### config.mk
export PLATFORM = sky130hd
export DESIGN_NAME = cdb_arbiter_flat
export DESIGN_NICKNAME = d
export VERILOG_FILES = /design/src/rtl/cdb_arbiter_if.sv /design/src/rtl/cdb_arbiter.sv /design/src/flat_wrapper.sv
export SDC_FILE = /design/constraint.sdc
export NUM_CORES = 1
export LEC_CHECK = 0
export CORE_MARGIN = 8
export CORE_UTILIZATION = 45
export DETAILED_ROUTE_END_ITERATION = 10
export DONT_BUFFER_PORTS = 1
export PLACE_DENSITY = 0.62
export SLEW_MARGIN = 20
export SYNTH_ARGS = -nofsm -noshare
export SYNTH_HDL_FRONTEND = slang
export SYNTH_SLANG_ARGS = --single-unit
export TNS_END_PERCENT = 10
### constraint.sdc
create_clock -name clk_i -period 2.8 [get_ports clk_i]
set_clock_uncertainty 0.2 [all_clocks]
set_input_delay 0.7 -clock clk_i [delete_from_list [all_inputs] [get_ports clk_i]]
set_output_delay 0.7 -clock clk_i [all_outputs]
set_load 0.01 [all_outputs]
### src/rtl/cdb_arbiter_if.sv
// Requester/broadcast bundle for one common data bus.
// The arbiter uses the slave modport; execution units and consumers use master.
interface cdb_arbiter_if #(
    parameter int N_REQ      = 4,
    parameter int ROB_WIDTH  = 4,
    parameter int DATA_WIDTH = 32
);
    logic [N_REQ-1:0]            req_valid;
    logic [N_REQ-1:0]            req_ready;
    logic [N_REQ*ROB_WIDTH-1:0]  req_tag;
    logic [N_REQ*DATA_WIDTH-1:0] req_data;
    logic                        cdb_valid;
    logic [ROB_WIDTH-1:0]        cdb_tag;
    logic [DATA_WIDTH-1:0]       cdb_data;

    modport slave (
        input  req_valid, req_tag, req_data,
        output req_ready, cdb_valid, cdb_tag, cdb_data
    );

    modport master (
        output req_valid, req_tag, req_data,
        input  req_ready, cdb_valid, cdb_tag, cdb_data
    );
endinterface

### src/rtl/cdb_arbiter.sv
// Round-robin arbiter for one CDB: grants one producer per cycle and
// broadcasts its tag/data one cycle later; late producers supply payload then.
module cdb_arbiter #(
    parameter int               N_REQ      = 4,
    parameter int               ROB_WIDTH  = 4,
    parameter int               DATA_WIDTH = 32,
    parameter logic [N_REQ-1:0] LATE_MASK  = N_REQ'(1)
) (
    input  logic         clk_i,
    input  logic         reset_i,
    input  logic         flush_i,
    cdb_arbiter_if.slave bus
);
    localparam int IDX_W = $clog2(N_REQ);

    logic [ROB_WIDTH-1:0]  tag_arr  [N_REQ];
    logic [DATA_WIDTH-1:0] data_arr [N_REQ];

    generate
        for (genvar gi = 0; gi < N_REQ; gi++) begin : g_slice
            assign tag_arr[gi]  = bus.req_tag[gi*ROB_WIDTH +: ROB_WIDTH];
            assign data_arr[gi] = bus.req_data[gi*DATA_WIDTH +: DATA_WIDTH];
        end
    endgenerate

    logic [IDX_W-1:0]      last_grant_q, last_grant_d;
    logic                  g_valid_q, g_valid_d;
    logic [IDX_W-1:0]      g_idx_q, g_idx_d;
    logic                  g_late_q, g_late_d;
    logic [ROB_WIDTH-1:0]  g_tag_q, g_tag_d;
    logic [DATA_WIDTH-1:0] g_data_q, g_data_d;
    logic [ROB_WIDTH-1:0]  hold_tag_q, hold_tag_d;
    logic [DATA_WIDTH-1:0] hold_data_q, hold_data_d;

    logic                  grant_found;
    logic [IDX_W-1:0]      grant_idx;
    logic [N_REQ-1:0]      grant_vec;
    int                    scan_idx;

    // Scan upward from the requester after the last winner, wrapping once.
    always_comb begin
        grant_found = 1'b0;
        grant_idx   = '0;
        grant_vec   = '0;
        scan_idx    = 0;
        if (!reset_i && !flush_i) begin
            for (int k = 0; k < N_REQ; k++) begin
                scan_idx = int'(last_grant_q) + 1 + k;
                if (scan_idx >= N_REQ) scan_idx = scan_idx - N_REQ;
                if (!grant_found && bus.req_valid[scan_idx]) begin
                    grant_found = 1'b1;
                    grant_idx   = IDX_W'(scan_idx);
                end
            end
        end
        if (grant_found) grant_vec[grant_idx] = 1'b1;
    end

    assign bus.req_ready = grant_vec;

    always_comb begin
        last_grant_d = grant_found ? grant_idx : last_grant_q;
        g_valid_d    = grant_found;
        g_idx_d      = grant_idx;
        g_late_d     = LATE_MASK[grant_idx];
        g_tag_d      = g_tag_q;
        g_data_d     = g_data_q;
        if (grant_found && !LATE_MASK[grant_idx]) begin
            g_tag_d  = tag_arr[grant_idx];
            g_data_d = data_arr[grant_idx];
        end
    end

    // Late producers are read live in the broadcast cycle, early ones from the grant snapshot.
    logic [ROB_WIDTH-1:0]  bc_tag;
    logic [DATA_WIDTH-1:0] bc_data;
    logic                  bc_valid;

    always_comb begin
        bc_tag      = g_late_q ? tag_arr[g_idx_q]  : g_tag_q;
        bc_data     = g_late_q ? data_arr[g_idx_q] : g_data_q;
        bc_valid    = g_valid_q && !flush_i && !reset_i;
        hold_tag_d  = bc_valid ? bc_tag  : hold_tag_q;
        hold_data_d = bc_valid ? bc_data : hold_data_q;
    end

    assign bus.cdb_valid = bc_valid;
    assign bus.cdb_tag   = hold_tag_d;
    assign bus.cdb_data  = hold_data_d;

    always_ff @(posedge clk_i) begin
        if (reset_i) begin
            last_grant_q <= IDX_W'(N_REQ - 1);
            g_valid_q    <= 1'b0;
            g_idx_q      <= '0;
            g_late_q     <= 1'b0;
            g_tag_q      <= '0;
            g_data_q     <= '0;
            hold_tag_q   <= '0;
            hold_data_q  <= '0;
        end else begin
            last_grant_q <= last_grant_d;
            g_valid_q    <= g_valid_d;
            g_idx_q      <= g_idx_d;
            g_late_q     <= g_late_d;
            g_tag_q      <= g_tag_d;
            g_data_q     <= g_data_d;
            hold_tag_q   <= hold_tag_d;
            hold_data_q  <= hold_data_d;
        end
    end

    always_ff @(posedge clk_i) begin
        if (!reset_i) begin
            assert ($countones(grant_vec) <= 1);
            assert ((grant_vec & ~bus.req_valid) == '0);
        end
    end
endmodule

### src/flat_wrapper.sv
// flat-port wrapper written by rule: the top's interface ports become plain ports
module cdb_arbiter_flat 
#(
    parameter int               N_REQ      = 4,
    parameter int               ROB_WIDTH  = 4,
    parameter int               DATA_WIDTH = 32,
    parameter logic [N_REQ-1:0] LATE_MASK  = N_REQ'(1)
)
  (clk_i, reset_i, flush_i, bus_req_valid, bus_req_tag, bus_req_data, bus_req_ready, bus_cdb_valid, bus_cdb_tag, bus_cdb_data);
  cdb_arbiter_if #(.N_REQ(N_REQ), .ROB_WIDTH(ROB_WIDTH), .DATA_WIDTH(DATA_WIDTH)) bus_i ();
  input  logic clk_i;
  input  logic reset_i;
  input  logic flush_i;
  input wire logic [$bits(bus_i.req_valid)-1:0] bus_req_valid;
  input wire logic [$bits(bus_i.req_tag)-1:0] bus_req_tag;
  input wire logic [$bits(bus_i.req_data)-1:0] bus_req_data;
  output wire logic [$bits(bus_i.req_ready)-1:0] bus_req_ready;
  output wire logic [$bits(bus_i.cdb_valid)-1:0] bus_cdb_valid;
  output wire logic [$bits(bus_i.cdb_tag)-1:0] bus_cdb_tag;
  output wire logic [$bits(bus_i.cdb_data)-1:0] bus_cdb_data;
  assign bus_i.req_valid = bus_req_valid;
  assign bus_i.req_tag = bus_req_tag;
  assign bus_i.req_data = bus_req_data;
  assign bus_req_ready = bus_i.req_ready;
  assign bus_cdb_valid = bus_i.cdb_valid;
  assign bus_cdb_tag = bus_i.cdb_tag;
  assign bus_cdb_data = bus_i.cdb_data;
  cdb_arbiter #(.N_REQ(N_REQ), .ROB_WIDTH(ROB_WIDTH), .DATA_WIDTH(DATA_WIDTH), .LATE_MASK(LATE_MASK)) u_core (.clk_i(clk_i), .reset_i(reset_i), .flush_i(flush_i), .bus(bus_i));
endmodule
==> metrics.md, run 1 <==
| Metric | Value |
|---|---|
| Status | `completed` |
| Fin Hold WS | `0.223 ns` |
| # DRC | `0` |
| Pwr Total | `2.70 mW` |
| Place WS | `0.0445 ns` |
| Delay-heaviest family, CP | `multiplexers` |
| Rows | `37` |
| Seq/Total Area, Yosys | `0.335` |
| Final worst-path setup slack | `0.0387 ns` |
| Worst hold path depth | `1` |
| Switch Pwr | `761 µW` |
| YS warnings | `0` |
| Global-route wire length before repair | `21100 µm` |
| Routed vias/inst | `5.98` |
| Arr. time, crit path | `1.86 ns` |
| Depth of the worst register-to-register path | `7` |
| Distinct cells, synth | `26` |
| Internal | `1.94 mW` |
| Nets | `601` |
| Placed Cells | `569` |
| Setup TNS | `0 ns` |
| F_max | `362 MHz` |
| Starting DRC count in detailed routing | `186` |
| Hold Buf Count CTS | `0` |
| Worst path cell trace | `bufbuf_16, mux4_2, mux2i_1, o21ai_1` |
| Max-slew headroom at the worst pin | `0.322` |
| Combinational Power Share | `0.230` |
| CP Class | `flop to output port` |
| Critical Path Max Stage Delay | `0.51 ns` |
| # fillers | `947` |
| Port Buffers | `0` |
| H-tree Lvls | `3` |
| RSZ-0062 raised after global routing | `true` |
| Clock share of power | `0.318` |
| Number of synthesized register bits | `78` |
| Post-Syn Instances | `440` |
| Worst setup EP type | `output port` |
| Area contributors post-synth | `dfxtp_1 (34%), mux2i_1 (23%), mux4_2 (17%)` |
| Core Box Area | `10200 µm²` |
| Fraction of layout cells with a size suffix above 1 | `0.235` |
| CP startpoint kind | `flop` |
| Antenna violations before repair | `0` |
| Vias | `3535` |
| Post-synth top area share | `0.335` |
| Tightest Hold Check Type | `input port to flop` |
| Starting Density | `0.457` |
| CP max FO | `18` |
| Max-cap violations | `0` |
| Final cell count without fillers | `591` |
| # setup viols final | `0` |
| Pwr Density | `515 nW/µm²` |
| Clk sinks | `78` |
| Largest net degree at the start of global routing | `43` |
| Syn nets | `591` |
| Final ANT Viol Nets | `0` |
| Antenna cells | `0` |
| Chip height | `118 µm` |
| Drt first pass iters | `4` |
| Worst Path Buf+Inv | `1` |
| Clock Tree Root | `clkbuf_8` |
| Slew at the pin with the worst max-slew slack | `1.01 ns` |
| Area growth, synth to finish | `12.7%` |
| Period utilisation layout | `0.986` |
| Mean post-synth cell area | `10.6 µm²` |
| Worst-Skew Late Latency | `0.34 ns` |
| CTS tree | `built` |
| Max-slew violations | `0` |
| Detailed placement HPWL | `9660 µm` |
| Worst-path clk slew | `0.09 ns` |
| Vias in the first global route | `3745` |
| Worst path required time | `1.90 ns` |
| Pleak | `1.89 nW` |
| Drt total wl | `13500 µm` |
| Post-synthesis cell area | `4660 µm²` |
| Total GRT Usage | `0.188` |
| # IOs | `192` |
| Die Span X | `118 µm` |
| Slowest CP cell | `mux4_2` |
| Sequential power share | `0.452` |
| Avg WL per Cell | `22.8 µm` |
| Die Area | `13900 µm²` |
| RePlAce Congestion | `0.802` |
| Cts bufs inserted | `9` |
| Hold Violations, Final | `0` |
| Minimum clock period | `2.76 ns` |
| WP depth | `4` |
| Remaining global-route overflow | `0` |
| Switching portion of total power | `0.282` |
| Cell taking the most area after synthesis | `dfxtp_1` |
| Maximum vdd ir drop | `0.215 mV` |
| Clk buf depth | `2` |
[through the flow]
step,utilization,area (µm²)
finish,0.516,5250
detailed placement,0.478,4870
CTS,0.508,5170
global placement,0.478,4870
floorplan,-,4660
global route,0.516,5250
[layout make-up]
class / count / area [µm²] / share of cell area
clock buffer: 11 / 141 / 0.0269
clock inverter: 5 / 58.8 / 0.0112
inverter: 5 / 21.3 / 0.00405
multi-input combinational: 319 / 2870 / 0.547
sequential: 78 / 1570 / 0.299
tap: 136 / 170 / 0.0324
timing repair buffer: 37 / 419 / 0.0798
[worst reg2reg max path, stage by stage (launching register included)]
cell and delay (ns):
dfxtp_1 0.35, nor2b_1 0.20, o21ai_1 0.14, nand3_2 0.14, nand2_2 0.11, inv_4 0.52
mux2i_1 0.30, o22ai_1 0.09
[cells in the final DEF (no fill, tap or decap)]
cell / instances
nand4_1: 1
dfxtp_2: 1
a21oi_1: 1
clkinv_4: 1
nand2_2: 2
o21ai_0: 14
clkinv_2: 1
mux4_2: 36
buf_12: 7
buf_8: 1
mux2i_1: 108
clkbuf_16: 1
or2_2: 3
nor2_1: 9
nand3_2: 1
clkinvlp_4: 2
bufbuf_16: 1
inv_2: 1
o311ai_2: 1
nor3_1: 2
nor2b_1: 40
bufinv_16: 1
buf_6: 1
clkbuf_8: 10
o21ai_2: 6
nand2_1: 36
o21ai_1: 21
or3b_1: 1
dfxtp_1: 75
inv_1: 3
buf_4: 26
o22ai_1: 36
dfxtp_4: 2
o21bai_4: 1
clkbuf_1: 1
inv_4: 1
[synthesized netlist by cell type]
master    count
mux2i_1     108
dfxtp_1      78
nor2b_1      40
nand2_1      37
mux4_2       36
o22ai_1      36
o21ai_1      24
o21ai_0      17
buf_2        12
clkbuf_1     10
buf_6         9
nor2_1        9
buf_4         7
inv_1         3
nor3_1        2
or2_2         2
a21oi_1       1
inv_2         1
inv_4         1
nand2_2       1
nand3_1       1
nand4_1       1
o21bai_2      1
o311ai_1      1
or2_1         1
or3b_1        1
[power groups by stage]
stage / Sequential [mW] / Combinational (mW) / Clock (mW)
floorplan: 1.23 / 0.505 / 0
global placement: 1.24 / 0.576 / 0
detailed placement: 1.25 / 0.592 / 0
CTS: 1.22 / 0.613 / 0.883
global route: 1.23 / 0.670 / 0.935
finish: 1.22 / 0.621 / 0.860
[cells by family (layout without fill, tap and decap cells)]
family          count (synthesis)  after routing  share of synthesized area
compound gates                 80             80                     0.0977
buf+inv                        43             58                     0.0585
flops                          78             78                      0.335
mux                           144            144                      0.406
simple gates                   95             95                      0.103
[final timing paths]
kind              slack (ns)                   end              startpoint
setup / recovery        0.04      bus_cdb_data[12]       u_core.g_idx_q[1]
hold / removal          0.22  u_core.hold_tag_q[0]                 reset_i
setup reg to reg        0.59    u_core.g_data_q[5]  u_core.last_grant_q[0]
hold reg to reg         0.35   u_core.g_data_q[27]     u_core.g_data_q[27]
[registers in the layout, indices dropped and copies added, names as in the netlist]
register             cells
u_core.g_valid_q         1
u_core.g_data_q         32
u_core.last_grant_q      2
u_core.g_idx_q           2
u_core.hold_data_q      32
u_core.hold_tag_q        4
u_core.g_tag_q           4
u_core.g_late_q          1
[layer usage]
metal,wire length (µm),part of all wire,GRT usage
met2,6720,0.50,0.333
met3,1490,0.11,0.0739
met1,5180,0.38,0.203
met5,0,0,0
met4,114,0.0084,0.0536
[repair_timing]
action / CTS / global route
resized for setup: 7 / 11
gates cloned: 1 / 1
hold endpoints to repair: 0 / 0
setup endpoints to repair: 29 / 24
setup buffers: 3 / 1
Note: power is estimated with default switching activity, not from simulation.
==> inputs of run 2 (changes only) <==
==> constraint.sdc (replaced) <==
create_clock -name clk_i -period 2.8 [get_ports clk_i]
set_clock_uncertainty 0.2 [all_clocks]
set_input_delay 0.56 -clock clk_i [delete_from_list [all_inputs] [get_ports clk_i]]
set_output_delay 0.56 -clock clk_i [all_outputs]
set_load 0.01 [all_outputs]
==> run 2 against run 1 <==
  * Register-to-register slack worse by 0.02 ns
  * Non-clock buffer count is 19 lower
  * Global-route usage is 0.16 points higher
  * Routed wire length is 0.84% lower
  * First-iteration DRC count is 12% lower
  * Via count is 2.5% lower
  * Combinational power is 6.0% lower
  * Cell count is 3.6% lower
  * Die area stayed put
==> metrics.md, run 2 (synthesis results as in run 1) <==
| Metric | Value |
|---|---|
| Die Area | `13900 µm²` |
| Commonest non-fill, non-tap cell in the layout | `mux2i_1` |
| Pwr Density | `520 nW/µm²` |
| Global-route wire length before repair | `20900 µm` |
| Tightest Hold Check Type | `input port to flop` |
| Max-cap violations | `0` |
| Routed vias/inst | `6.04` |
| Register area | `1570 µm²` |
| Worst hold start | `reset_i` |
| Detailed placement HPWL | `9720 µm` |
| Status | `completed` |
| Most frequent cells in the layout | `mux2i_1 (108), dfxtp_1 (75), nor2b_1 (40)` |
| Clk buf depth | `2` |
| Switch Pwr | `719 µW` |
| Minimum clock period | `2.67 ns` |
| F_max | `374 MHz` |
| Fraction of layout cells with a size suffix above 1 | `0.184` |
| Clk sinks | `78` |
| Sequential power share | `0.473` |
| Final ANT Viol Nets | `0` |
| Arr. time, crit path | `1.91 ns` |
| Final Cell Area | `4960 µm²` |
| Starting Density | `0.457` |
| Internal | `1.86 mW` |
| Largest net degree at the start of global routing | `43` |
| Hold Violations, Final | `0` |
| Avg WL per Cell | `23.5 µm` |
| Delay-heaviest family, CP | `multiplexers` |
| CP max FO | `16` |
| Final worst-path setup slack | `0.127 ns` |
| Area growth, synth to finish | `6.39%` |
| Worst-Skew Late Latency | `0.34 ns` |
| Max-slew violations | `0` |
| Antenna violations before repair | `0` |
| Chip height | `118 µm` |
| Drt first pass iters | `4` |
| Placed inst area | `4770 µm²` |
| Max-slew headroom at the worst pin | `0.301` |
| CP Class | `flop to output port` |
| Remaining global-route overflow | `0` |
| # DRC | `0` |
| Slowest CP cell | `mux4_2` |
| R2R Path Start | `u_core.last_grant_q[0]` |
| # fillers | `985` |
| # IOs | `192` |
| Port Buffers | `0` |
| Slew at the pin with the worst max-slew slack | `1.05 ns` |
| Worst-path clk slew | `0.08 ns` |
| H-tree Lvls | `3` |
| Antenna cells | `0` |
| Setup TNS | `0 ns` |
| Clock share of power | `0.301` |
| Starting DRC count in detailed routing | `163` |
| Vias | `3445` |
| RSZ-0062 raised after global routing | `false` |
| Total GRT Usage | `0.190` |
| Critical Path Max Stage Delay | `0.54 ns` |
| CTS tree | `built` |
| Die Span X | `118 µm` |
| Clock Tree Root | `clkbuf_8` |
| Cts bufs inserted | `9` |
| RePlAce Congestion | `0.796` |
| Core Box Area | `10200 µm²` |
| Worst path required time | `2.04 ns` |
| CP startpoint | `u_core.g_idx_q[1]` |
| Footprint of the multi-input gates | `2850 µm²` |
| Nets | `582` |
| Maximum vdd ir drop | `0.233 mV` |
| Place WS | `0.193 ns` |
| Worst setup EP type | `output port` |
| Period utilisation layout | `0.955` |
| Rows | `37` |
| Combinational Power Share | `0.227` |
| Worst Path Buf+Inv | `2` |
| # setup viols final | `0` |
| Pleak | `1.73 nW` |
| Largest regs | `u_core.g_data_q: 32 flops, u_core.hold_data_q: 32 flops` |
| Cell mode on critical path | `buf_4` |
| CP startpoint kind | `flop` |
| Vias in the first global route | `3678` |
| Worst path cell trace | `buf_4, mux4_2, mux2i_1, o21ai_0, buf_4` |
| Drt total wl | `13400 µm` |
| Switching portion of total power | `0.279` |
==> run 2: changes by cell type in the layout (fill, tap and decap cells not counted), sizes merged <==
cell,previous run,this run
buf,35,18
clkinv,2,1
clkinvlp,2,0
clkbuf,12,13
bufbuf,1,0
bufinv,1,0
==> run 2: worst reg2reg max path, cell delays in order, from the launching register on <==
cell and delay, ns:
dfxtp_1 0.35, nor2b_1 0.23, o21ai_1 0.15, nand3_2 0.14
nand2_2 0.11, inv_4 0.52, mux2i_1 0.30, o22ai_1 0.09
==> run 2: routing by layer <==
layer  part of all wire  global-route usage
met5                  0                   0
met4              0.021              0.0713
met3               0.11              0.0854
met2               0.49               0.330
met1               0.37               0.197
==> run 2: power groups by stage <==
stage / Combinational (mW) / Clock, mW / Sequential [mW]
after floorplan: 0.505 / 0 / 1.23
after global placement: 0.573 / 0 / 1.24
after detailed placement: 0.588 / 0 / 1.24
after CTS: 0.590 / 0.804 / 1.22
after global routing: 0.635 / 0.855 / 1.23
final: 0.584 / 0.775 / 1.22
==> run 2: repair_timing <==
action,CTS,global route
setup endpoints to repair,10,8
endpoints found under the hold margin,0,0
gates resized for setup,1,2
hold buffers,0,0
buffers inserted,0,0
==> run 2: layout make-up <==
type | instances | area share
well taps | 136 | 0.0343
clock inverters | 1 | 0.00101
flip-flops and latches | 78 | 0.316
clock buffers | 13 | 0.0341
multi-input cells | 319 | 0.574
repair buffers | 18 | 0.0356
inverters | 5 | 0.00429
==> run 2: worst paths after layout <==
check / slack, ns / cells past startpoint / end
worst max-delay path: 0.13 / 5 / bus_cdb_data[2]
worst min-delay path: 0.09 / 1 / u_core.hold_tag_q[1]
worst max register to register: 0.57 / 7 / u_core.g_data_q[6]
worst min register to register: 0.35 / 2 / u_core.g_data_q[21]
==> run 2: per-stage QoR <==
stage	util	power [mW]	std cells	hold slack (ns)
6_report	0.487	2.58	570	0.0854
5_1_grt	0.487	2.72	570	0.0585
4_1_cts	0.486	2.61	570	0.0611
3_5_place_dp	0.468	1.83	556	0.346
3_3_place_gp	0.468	1.81	556	0.336
2_1_floorplan	-	1.73	440	0.303
==> inputs of run 3 (changes only) <==
--- a/config.mk
+++ b/config.mk
@@ -10,6 +10,7 @@
 export DETAILED_ROUTE_END_ITERATION = 10
 export DONT_BUFFER_PORTS = 1
 export PLACE_DENSITY = 0.62
+export SKIP_LAST_GASP = 1
 export SLEW_MARGIN = 20
 export SYNTH_ARGS = -nofsm -noshare
 export SYNTH_HDL_FRONTEND = slang
==> run 3 against run 2 <==
  * Routed wire length down 0.12%
  * Core utilization about the same
  * Non-clock buffer count stayed put
  * Fmax decreased by 2.9%
  * Cell area about the same
  * Die area stayed put
  * Global-route usage is the same
  * Worst setup slack worse by 0.079 ns
  * Largest power group unchanged
==> metrics.md, run 3 (synthesis results as in run 1) <==
| Metric | Value |
|---|---|
| Status | `completed` |
| Core Box Area | `10200 µm²` |
| Gates resized, CTS repair | `1` |
| # setup viols final | `0` |
| Hold Violations, Final | `0` |
| Depth of the worst register-to-register path | `7` |
| Rows | `37` |
| # DRC | `0` |
| CP max FO | `19` |
| Starting Density | `0.457` |
| Period utilisation layout | `0.983` |
| Placed inst area | `4770 µm²` |
| Arr. time, crit path | `1.99 ns` |
| Footprint of the multi-input gates | `2850 µm²` |
| Worst-Skew Late Latency | `0.34 ns` |
| Total GRT Usage | `0.190` |
| Area growth, synth to finish | `6.34%` |
| Drt first pass iters | `4` |
| Tightest Hold Check Type | `input port to flop` |
| Vias in the first global route | `3678` |
| Drt total wl | `13400 µm` |
| Hold Buf Count CTS | `0` |
| R2R setup slack | `0.57 ns` |
| Final Cell Area | `4950 µm²` |
| CP startpoint kind | `flop` |
| Chip height | `118 µm` |
| Die Span X | `118 µm` |
| R2R Path Start | `u_core.last_grant_q[0]` |
| Pleak | `1.73 nW` |
| Clock Tree Root | `clkbuf_8` |
| Largest net degree at the start of global routing | `43` |
| Routed vias/inst | `6.04` |
| Post CTS Setup Buffer Count | `0` |
| Nets | `582` |
| Commonest non-fill, non-tap cell in the layout | `mux2i_1` |
| Port Buffers | `0` |
| H-tree Lvls | `3` |
| # IOs | `192` |
| Maximum vdd ir drop | `0.233 mV` |
| Global-route wire length before repair | `20900 µm` |
| # fillers | `984` |
| CTS tree | `built` |
| F_max | `363 MHz` |
| Worst-path clk slew | `0.08 ns` |
| Minimum clock period | `2.75 ns` |
| Worst path required time | `2.04 ns` |
| Max-slew violations | `0` |
| Pwr Density | `520 nW/µm²` |
| Final core occ | `0.486` |
| Max-cap violations | `0` |
| Clk sinks | `78` |
| Fraction of layout cells with a size suffix above 1 | `0.184` |
| Worst Hold Path EP | `u_core.hold_tag_q[1]` |
| Largest regs | `u_core.g_data_q: 32 flops, u_core.hold_data_q: 32 flops` |
| Antenna violations before repair | `0` |
| Antenna cells | `0` |
| Clk buf depth | `2` |
| Worst hold path depth | `1` |
| Detailed placement HPWL | `9720 µm` |
| Vias | `3445` |
| Final ANT Viol Nets | `0` |
| Most frequent cells in the layout | `mux2i_1 (108), dfxtp_1 (75), nor2b_1 (40)` |
| Fin Hold WS | `0.0855 ns` |
| Max-slew headroom at the worst pin | `0.299` |
| RSZ-0062 raised after global routing | `true` |
| RePlAce Congestion | `0.796` |
| R2r endpoint | `u_core.g_data_q[6]` |
| Cts bufs inserted | `9` |
| Die Area | `13900 µm²` |
| Remaining global-route overflow | `0` |
| Register area | `1570 µm²` |
| Worst setup EP type | `output port` |
| CP Class | `flop to output port` |
| Worst hold start | `reset_i` |
| Slew at the pin with the worst max-slew slack | `1.05 ns` |
| Starting DRC count in detailed routing | `163` |
| Avg WL per Cell | `23.5 µm` |
[run 3: cell counts in the layout (fill, tap and decap cells not counted)]
Identical to the previous run, type by type.
[run 3: worst max path at each step]
stage,start,end,slack [ns],cells after the start
2_1_floorplan,bus_req_valid[3],bus_req_ready[1],0.40,7
3_3_place_gp,reset_i,bus_cdb_tag[3],0.20,4
5_1_grt,u_core.g_idx_q[0],bus_cdb_data[21],-0.08,4
6_report,u_core.g_idx_q[0],bus_cdb_data[21],0.05,4
3_5_place_dp,reset_i,bus_cdb_tag[3],0.19,4
4_1_cts,u_core.g_idx_q[0],bus_cdb_data[21],0.009,4
[run 3: metal layers]
metal	track usage	vias to the layer above	share of wire
met1	0.197	1660	0.38
li1	-	1621	-
met2	0.330	143	0.49
met5	0	-	0
met4	0.0713	0	0.021
met3	0.0854	21	0.11
[run 3: area by class of cell]
cell class	instances	share of cell area
Clock buffer	13	0.0341
Clock inverter	1	0.00101
Inverter	5	0.00429
Multi-Input combinational cell	319	0.575
Sequential cell	78	0.316
Tap cell	136	0.0343
Timing Repair Buffer	18	0.0356
[run 3: critical path: stages, from the launching register on]
cell and delay [ns]:
dfxtp_2 0.50, buf_12 0.22, mux4_2 0.50, mux2i_1 0.19, o21ai_0 0.23
[run 3: per-stage QoR]
step	std cells	setup WS, ns	TNS (ns)	total power, mW
3_3_place_gp	556	0.197	0	1.81
5_1_grt	570	-0.0805	-0.216	2.72
2_1_floorplan	440	0.403	0	1.73
6_report	570	0.0475	0	2.58
4_1_cts	570	0.00870	0	2.61
3_5_place_dp	556	0.193	0	1.83
[run 3: where the power goes]
group / internal (mW) / switching [mW] / total [mW] / leakage [nW]
Sequential: 1.18 / 0.0389 / 1.22 / 0.637
Combinational: 0.294 / 0.290 / 0.584 / 1.00
Clock: 0.385 / 0.391 / 0.775 / 0.0914
